## src/rtl/video_timing_pkg.sv

```systemverilog
// ============================================================================
// video_timing_pkg : 640x480@60 timing constants, RGB565 field slices and the
//                    control word carried alongside the framebuffer pipeline.
// Revision 1.0
// ============================================================================
`default_nettype none

package video_timing_pkg;

  localparam int H_ACTIVE_DEF = 640;
  localparam int H_FP_DEF     = 16;
  localparam int H_SYNC_DEF   = 96;
  localparam int H_BP_DEF     = 48;
  localparam int V_ACTIVE_DEF = 480;
  localparam int V_FP_DEF     = 10;
  localparam int V_SYNC_DEF   = 2;
  localparam int V_BP_DEF     = 33;

  localparam int H_TOTAL_DEF = H_ACTIVE_DEF + H_FP_DEF + H_SYNC_DEF + H_BP_DEF;
  localparam int V_TOTAL_DEF = V_ACTIVE_DEF + V_FP_DEF + V_SYNC_DEF + V_BP_DEF;

  localparam int R5_MSB = 15;
  localparam int R5_LSB = 11;
  localparam int G6_MSB = 10;
  localparam int G6_LSB = 5;
  localparam int B5_MSB = 4;
  localparam int B5_LSB = 0;

  typedef struct packed {
    logic frame_start;
    logic vsync;
    logic hsync;
    logic blank;
  } vid_ctrl_t;

  // Replicate the top bits into the low bits so full-scale maps to 8'hFF.
  function automatic logic [23:0] rgb565_to_888(input logic [15:0] px);
    logic [4:0] r5;
    logic [5:0] g6;
    logic [4:0] b5;
    r5 = px[R5_MSB:R5_LSB];
    g6 = px[G6_MSB:G6_LSB];
    b5 = px[B5_MSB:B5_LSB];
    return {r5, r5[4:2], g6, g6[5:4], b5, b5[4:2]};
  endfunction

endpackage

`default_nettype wire

```

## src/rtl/vga_scanout_if.sv

```systemverilog
// ============================================================================
// vga_scanout_if : framebuffer read bus between scanout (master) and memory.
// Revision 1.0
// ============================================================================
`default_nettype none

interface vga_scanout_if #(
  parameter int FB_ADDR_W = 19
) ();
  logic                 fb_rd;
  logic [FB_ADDR_W-1:0] fb_addr;
  logic [15:0]          fb_data;

  modport master (output fb_rd, output fb_addr, input fb_data);
  modport slave  (input fb_rd, input fb_addr, output fb_data);
endinterface

`default_nettype wire

```

## src/rtl/video_delay_line.sv

```systemverilog
// ============================================================================
// video_delay_line : DEPTH x WIDTH shift register, async reset to RESET_VAL.
// Revision 1.0
// ============================================================================
`default_nettype none

module video_delay_line #(
  parameter int               DEPTH     = 4,
  parameter int               WIDTH     = 4,
  parameter logic [WIDTH-1:0] RESET_VAL = '0
) (
  input  wire logic             clk,
  input  wire logic             rst,
  input  wire logic [WIDTH-1:0] din,
  output logic      [WIDTH-1:0] dout
);

  logic [WIDTH-1:0] stage [DEPTH];

  always_ff @(posedge clk or posedge rst) begin
    if (rst) begin
      for (int i = 0; i < DEPTH; i++) stage[i] <= RESET_VAL;
    end else begin
      stage[0] <= din;
      for (int i = 1; i < DEPTH; i++) stage[i] <= stage[i-1];
    end
  end

  assign dout = stage[DEPTH-1];

endmodule

`default_nettype wire

```

## src/rtl/vga_scanout.sv

```systemverilog
// ============================================================================
// vga_scanout : video timing generator + linear framebuffer scanout, RGB565
//               expanded to RGB888 with blank/sync aligned to the pixel data.
// Revision 1.0
// ============================================================================
`default_nettype none

module vga_scanout
  import video_timing_pkg::*;
#(
  parameter int H_ACTIVE   = H_ACTIVE_DEF,
  parameter int H_FP       = H_FP_DEF,
  parameter int H_SYNC     = H_SYNC_DEF,
  parameter int H_BP       = H_BP_DEF,
  parameter int V_ACTIVE   = V_ACTIVE_DEF,
  parameter int V_FP       = V_FP_DEF,
  parameter int V_SYNC     = V_SYNC_DEF,
  parameter int V_BP       = V_BP_DEF,
  parameter bit HSYNC_POL  = 1'b0,
  parameter bit VSYNC_POL  = 1'b0,
  parameter int FB_ADDR_W  = 19,
  parameter int FB_LATENCY = 2
) (
  input  wire logic         pclk,
  input  wire logic         rst,
  vga_scanout_if.master     fb,
  output logic [7:0]        out_vga_red,
  output logic [7:0]        out_vga_green,
  output logic [7:0]        out_vga_blue,
  output logic              out_vga_blank,
  output logic              out_vga_hsync,
  output logic              out_vga_vsync,
  output logic              out_frame_start
);

  localparam int H_TOTAL = H_ACTIVE + H_FP + H_SYNC + H_BP;
  localparam int V_TOTAL = V_ACTIVE + V_FP + V_SYNC + V_BP;
  localparam int D       = FB_LATENCY + 2;
  localparam int H_W     = $clog2(H_TOTAL);
  localparam int V_W     = $clog2(V_TOTAL);

  localparam logic [H_W-1:0] H_LAST   = H_W'(H_TOTAL - 1);
  localparam logic [H_W-1:0] H_ACT    = H_W'(H_ACTIVE);
  localparam logic [H_W-1:0] HS_START = H_W'(H_ACTIVE + H_FP);
  localparam logic [H_W-1:0] HS_END   = H_W'(H_ACTIVE + H_FP + H_SYNC);
  localparam logic [V_W-1:0] V_LAST   = V_W'(V_TOTAL - 1);
  localparam logic [V_W-1:0] V_ACT    = V_W'(V_ACTIVE);
  localparam logic [V_W-1:0] VS_START = V_W'(V_ACTIVE + V_FP);
  localparam logic [V_W-1:0] VS_END   = V_W'(V_ACTIVE + V_FP + V_SYNC);

  localparam vid_ctrl_t CTRL_IDLE = '{frame_start: 1'b0, vsync: ~VSYNC_POL,
                                      hsync: ~HSYNC_POL, blank: 1'b1};

  logic [H_W-1:0]       h;
  logic [V_W-1:0]       v;
  logic [FB_ADDR_W-1:0] addr;
  logic                 active;
  logic                 frame_wrap;
  logic                 fb_rd_r;
  logic [FB_ADDR_W-1:0] fb_addr_r;
  vid_ctrl_t            ctrl_s0;
  vid_ctrl_t            ctrl_dly;

  assign active     = (h < H_ACT) && (v < V_ACT);
  assign frame_wrap = (h == H_LAST) && (v == V_LAST);

  // Address advances per issued pixel instead of computing v*H_ACTIVE+h.
  always_ff @(posedge pclk or posedge rst) begin
    if (rst) begin
      h    <= '0;
      v    <= '0;
      addr <= '0;
    end else begin
      if (h == H_LAST) begin
        h <= '0;
        v <= (v == V_LAST) ? '0 : v + 1'b1;
      end else begin
        h <= h + 1'b1;
      end
      if (frame_wrap)  addr <= '0;
      else if (active) addr <= addr + 1'b1;
    end
  end

  always_ff @(posedge pclk or posedge rst) begin
    if (rst) begin
      fb_rd_r   <= 1'b0;
      fb_addr_r <= '0;
    end else begin
      fb_rd_r   <= active;
      fb_addr_r <= addr;
    end
  end

  assign fb.fb_rd   = fb_rd_r;
  assign fb.fb_addr = fb_addr_r;

  always_comb begin
    ctrl_s0             = CTRL_IDLE;
    ctrl_s0.frame_start = (h == '0) && (v == '0);
    ctrl_s0.vsync       = ((v >= VS_START) && (v < VS_END)) ? VSYNC_POL : ~VSYNC_POL;
    ctrl_s0.hsync       = ((h >= HS_START) && (h < HS_END)) ? HSYNC_POL : ~HSYNC_POL;
    ctrl_s0.blank       = ~active;
  end

  // One stage short of D: the output register below supplies the last stage.
  video_delay_line #(
    .DEPTH     (D - 1),
    .WIDTH     ($bits(vid_ctrl_t)),
    .RESET_VAL (CTRL_IDLE)
  ) u_ctrl_dly (
    .clk  (pclk),
    .rst  (rst),
    .din  (ctrl_s0),
    .dout (ctrl_dly)
  );

  always_ff @(posedge pclk or posedge rst) begin
    if (rst) begin
      {out_vga_red, out_vga_green, out_vga_blue} <= '0;
      out_vga_blank   <= 1'b1;
      out_vga_hsync   <= ~HSYNC_POL;
      out_vga_vsync   <= ~VSYNC_POL;
      out_frame_start <= 1'b0;
    end else begin
      {out_vga_red, out_vga_green, out_vga_blue} <=
          ctrl_dly.blank ? 24'h0 : rgb565_to_888(fb.fb_data);
      out_vga_blank   <= ctrl_dly.blank;
      out_vga_hsync   <= ctrl_dly.hsync;
      out_vga_vsync   <= ctrl_dly.vsync;
      out_frame_start <= ctrl_dly.frame_start;
    end
  end

endmodule

`default_nettype wire

```

## src/flat_wrapper.sv

```systemverilog
// flat-port wrapper written by rule: the top's interface ports become plain ports
module vga_scanout_flat import video_timing_pkg::*;
#(
  parameter int H_ACTIVE   = H_ACTIVE_DEF,
  parameter int H_FP       = H_FP_DEF,
  parameter int H_SYNC     = H_SYNC_DEF,
  parameter int H_BP       = H_BP_DEF,
  parameter int V_ACTIVE   = V_ACTIVE_DEF,
  parameter int V_FP       = V_FP_DEF,
  parameter int V_SYNC     = V_SYNC_DEF,
  parameter int V_BP       = V_BP_DEF,
  parameter bit HSYNC_POL  = 1'b0,
  parameter bit VSYNC_POL  = 1'b0,
  parameter int FB_ADDR_W  = 19,
  parameter int FB_LATENCY = 2
)
  (pclk, rst, out_vga_red, out_vga_green, out_vga_blue, out_vga_blank, out_vga_hsync, out_vga_vsync, out_frame_start, fb_fb_rd, fb_fb_addr, fb_fb_data);
  vga_scanout_if #(.FB_ADDR_W(FB_ADDR_W)) fb_i ();
  input  wire logic pclk;
  input  wire logic rst;
  output logic [7:0] out_vga_red;
  output logic [7:0] out_vga_green;
  output logic [7:0] out_vga_blue;
  output logic out_vga_blank;
  output logic out_vga_hsync;
  output logic out_vga_vsync;
  output logic out_frame_start;
  output wire logic [$bits(fb_i.fb_rd)-1:0] fb_fb_rd;
  output wire logic [$bits(fb_i.fb_addr)-1:0] fb_fb_addr;
  input wire logic [$bits(fb_i.fb_data)-1:0] fb_fb_data;
  assign fb_fb_rd = fb_i.fb_rd;
  assign fb_fb_addr = fb_i.fb_addr;
  assign fb_i.fb_data = fb_fb_data;
  vga_scanout #(.H_ACTIVE(H_ACTIVE), .H_FP(H_FP), .H_SYNC(H_SYNC), .H_BP(H_BP), .V_ACTIVE(V_ACTIVE), .V_FP(V_FP), .V_SYNC(V_SYNC), .V_BP(V_BP), .HSYNC_POL(HSYNC_POL), .VSYNC_POL(VSYNC_POL), .FB_ADDR_W(FB_ADDR_W), .FB_LATENCY(FB_LATENCY)) u_core (.pclk(pclk), .rst(rst), .fb(fb_i), .out_vga_red(out_vga_red), .out_vga_green(out_vga_green), .out_vga_blue(out_vga_blue), .out_vga_blank(out_vga_blank), .out_vga_hsync(out_vga_hsync), .out_vga_vsync(out_vga_vsync), .out_frame_start(out_frame_start));
endmodule
```

## config.mk

```make
export PLATFORM = sky130hd
export DESIGN_NAME = vga_scanout_flat
export DESIGN_NICKNAME = d
export VERILOG_FILES = /design/src/rtl/video_timing_pkg.sv /design/src/rtl/vga_scanout_if.sv /design/src/rtl/video_delay_line.sv /design/src/rtl/vga_scanout.sv /design/src/flat_wrapper.sv
export SDC_FILE = /design/constraint.sdc
export NUM_CORES = 1
export LEC_CHECK = 0
export ABC_AREA = 1
export BUFFER_PORTS_ARGS = -buffer_cell sky130_fd_sc_hd__clkbuf_2
export CORE_MARGIN = 4
export CORE_UTILIZATION = 23
export DETAILED_ROUTE_END_ITERATION = 10
export GPL_TIMING_DRIVEN = 0
export PLACE_DENSITY_LB_ADDON = 0.3
export SKIP_LAST_GASP = 1
export SYNTH_ARGS = -nofsm -noshare
export SYNTH_HDL_FRONTEND = slang
export SYNTH_SLANG_ARGS = --single-unit
```

## constraint.sdc

```tcl
create_clock -name pclk -period 4 [get_ports pclk]
set_input_delay 0.8 -clock pclk [delete_from_list [all_inputs] [get_ports pclk]]
set_output_delay 0.8 -clock pclk [all_outputs]
set_load 0.05 [all_outputs]
```

==> run metrics <==
warning count from the yosys run=0; setup repair after global routing missed its margin=false; fraction of the mapped netlist area in adder cells=1.62%; weighted congestion at the end of routability-driven global placement=0.850; final global-route overflow total=0; Synth Register Bits=91; main area contributors after synthesis=dfrtp_1 (51%), dfstp_2 (8.1%), nand2_1 (6.5%); wire length per cell=11.2 um; number of placement rows=47; number of standard cells after synthesis=419; die width=138 um; Post-synth top cells=dfrtp_1 (79), nand2_1 (67), inv_1 (65); switching portion of total power=22.4%; synthesized-area fraction occupied by ao, oa, aoi and oai cells=4.17%; Worst Hold Slack=0.350 ns; buffers from clock root to sink, at most=2; flop-to-flop setup slack=2.14 ns; crit path setup slack, layout=2.06 ns; area enclosed by the die boundary=0.0190 sq mm; Post-Synthesis Mean Instance Area=9.24 sq um; first-iteration detailed-routing DRC count=121; Antenna Diode Count=0; library cell occupying the most area in the post-synthesis netlist=dfrtp_1; post-route ant nets=0; overall track demand over capacity in global routing=9.15%; final setup skew=0.00594 ns; max-slew violation total from the final report=0; fraction of layout instances using a drive strength above 1=23.4%; path depth of the worst reg2reg path=11; dominant combinational cell family by area after synthesis=simple AND/OR/NAND/NOR gates; clock tree sinks=91; critical hold path startpoint=u_core.u_ctrl_dly.stage[9]; Slew @ Worst Pin=0.465 ns; cell area after layout=0.00479 sq mm; Final #Nets=519; cell count of the worst hold path=0; switching power=0.415 mW; async set-reset flop share out of synthesis=100%; number of distinct standard cells referenced by the synthesized netlist=30; die height=138 um; category of the worst setup path capture point=output port; clock latency reported for the late side of the worst-skew pair=0.34 ns; number of remaining DRC errors=0; Synth top area share=51.1%; count of endpoints failing hold in the final timing report=0; clock network fraction of design power=44.3%; cell-by-cell listing of the critical path=clkbuf_2; time the final worst path needs with I/O delays and setup=1.94 ns; relative contribution of combinational cells to total power=5.3%; mux share of post-synthesis cell area=0.259%; estimated wirelength of the detail-placed design=6010 um; leakage power=2.41 nW; portion of the clock cycle consumed by the worst path in the final layout=48.5%; number of maximum-capacitance constraint violations=0; CP max FO=1; final setup violating endpoints=0; total number of vias=2,921; Critical Path AT=1.14 ns; dominant delay contributor by cell family on the critical path=flip-flops; core area=0.0165 sq mm; capture point of the worst reg-to-reg path=u_core.v[2]; count of instances resized after the clock tree is built=0; clock tree from TritonCTS=done; Vias/cell=4.05; count of buffers inserted at the top-level ports=65; CP Launch Type=register; slowest cell delay on critical path=0.52 ns; netlist area before placement=0.00387 sq mm; most used flip-flop cell after synthesis=dfrtp_1; WP data required=3.20 ns; area growth from synthesis to layout=23.7%; clk slew on worst S/H paths=0.06 ns; Initial Util=23.4%; pin count of the biggest net entering global routing=65; number of clock buffers inserted by TritonCTS=9; antenna violations before repair=0; startpoint of the lowest-slack register-to-register path=u_core.v[0]; power density over cell area=386 mW/mm^2; status=finished clean; Syn Nets=442; post-detailed-routing wire length=8040 um; Max Clock Freq=516 MHz; xor and xnor area share after synthesis=2.26%; tightest slew margin relative to the limit=68.7%; sequential power share=50.4%; CTS Hold Buffers Added=0; placed standard-cell area=0.00450 sq mm; hold worst-path end=u_core.u_ctrl_dly.stage[5]; most frequent cell after synthesis=dfrtp_1; via count of the first global-routing pass=2,878; Hold Path Class=register to register; fraction of the yosys area taken by sequential cells=59.2%; number of synthesized flops with an enable pin=0; Simple-Gate Fraction of Synth Area=23.6%; first-pass GRT wire length=13,700 um; cell with the largest stage delay on the worst path=dfstp_2; Setup TNS=0 ns; htree depth=3; Post-CTS Setup Bufs=0; startpoint-to-endpoint class of the critical path=register to output port; DR pass1 iterations=4; largest voltage drop on the vdd net=0.000154 V; root buf cell=clkbuf_16; I/O pin total=66; count of buffer and inverter cells on the critical path=1; DP Worst Slack=2.14 ns; Cell Int Power=1.44 mW
layout make-up:
type	instances	area [sq um]
fillers	1749	11700
clock inverters	5	55.1
repair buffers	66	353
inverters	66	250
clock buffers	11	233
plain buffers	14	96.3
well taps	220	275
multi-input cells	248	1230
flip-flops and latches	91	2290
worst max path at each step:
stage	from	to	cells after the start
after global routing	u_core.v[0]	u_core.addr[2]	11
after detailed placement	u_core.v[0]	u_core.v[2]	11
after global placement	rst	u_core.addr[7]	2
after CTS	u_core.out_vga_hsync	out_vga_hsync	1
after floorplan	rst	u_core.addr[0]	1
final	u_core.out_vga_hsync	out_vga_hsync	1
layer usage:
layer	vias up	wire [um]	GRT usage [%]
met1	1369	3600	11.3
met3	9	509	2.78
met5	-	0	0
met2	78	3810	15.0
li1	1465	-	-
met4	0	121	3.62
power groups by stage:
stage,clock network (mW),logic (mW),registers (mW)
2_1_floorplan,0,0.0402,0.979
3_3_place_gp,0,0.0969,0.949
3_5_place_dp,0,0.101,0.949
4_1_cts,0.847,0.101,0.932
5_1_grt,0.894,0.108,0.932
6_report,0.819,0.0984,0.932
stage by stage:
stage | total power, mW | util, % | instances
2_1_floorplan | 1.02 | - | 419
3_3_place_gp | 1.05 | 27.1 | 704
3_5_place_dp | 1.05 | 27.2 | 705
4_1_cts | 1.88 | 29.0 | 721
5_1_grt | 1.93 | 29.0 | 721
6_report | 1.85 | 29.0 | 721
sequential cells by signal, summed over array words and instances, names as in the netlist, 4 cells and up:
| name | cells |
|---|---|
| u_core.v | 10 |
| u_core.fb.fb_addr | 19 |
| u_core.u_ctrl_dly.stage | 8 |
| u_core.out_vga_green | 6 |
| u_core.addr | 19 |
| u_core.u_ctrl_dly.dout | 4 |
| u_core.h | 10 |
| u_core.out_vga_blue | 5 |
| u_core.out_vga_red | 5 |
placed cells by master, fill, tap and decap left out, types with 2 or more instances in the layout:
master,instances
a21oi_1,9
a31oi_1,3
buf_2,2
buf_4,9
clkbuf_1,4
clkbuf_16,9
clkbuf_2,65
clkinv_2,2
clkinvlp_4,2
dfrtp_1,79
dfstp_2,12
ha_1,5
inv_1,64
nand2_1,67
nand2_2,3
nand3_1,36
nand4_1,9
nor2_1,62
nor2_2,3
nor3_1,14
nor3_4,2
o21ai_0,17
xor2_1,9
cells by family after synthesis:
| group | count (synthesis) |
|---|---|
| AO/OA/AOI/OAI | 31 |
| XOR/XNOR | 10 |
| adder cells (fa/ha/maj) | 5 |
| buffers and inverters | 80 |
| flip-flops | 91 |
| multiplexers | 1 |
| AND/OR/NAND/NOR | 201 |
Note: power is estimated with default switching activity, not from simulation.
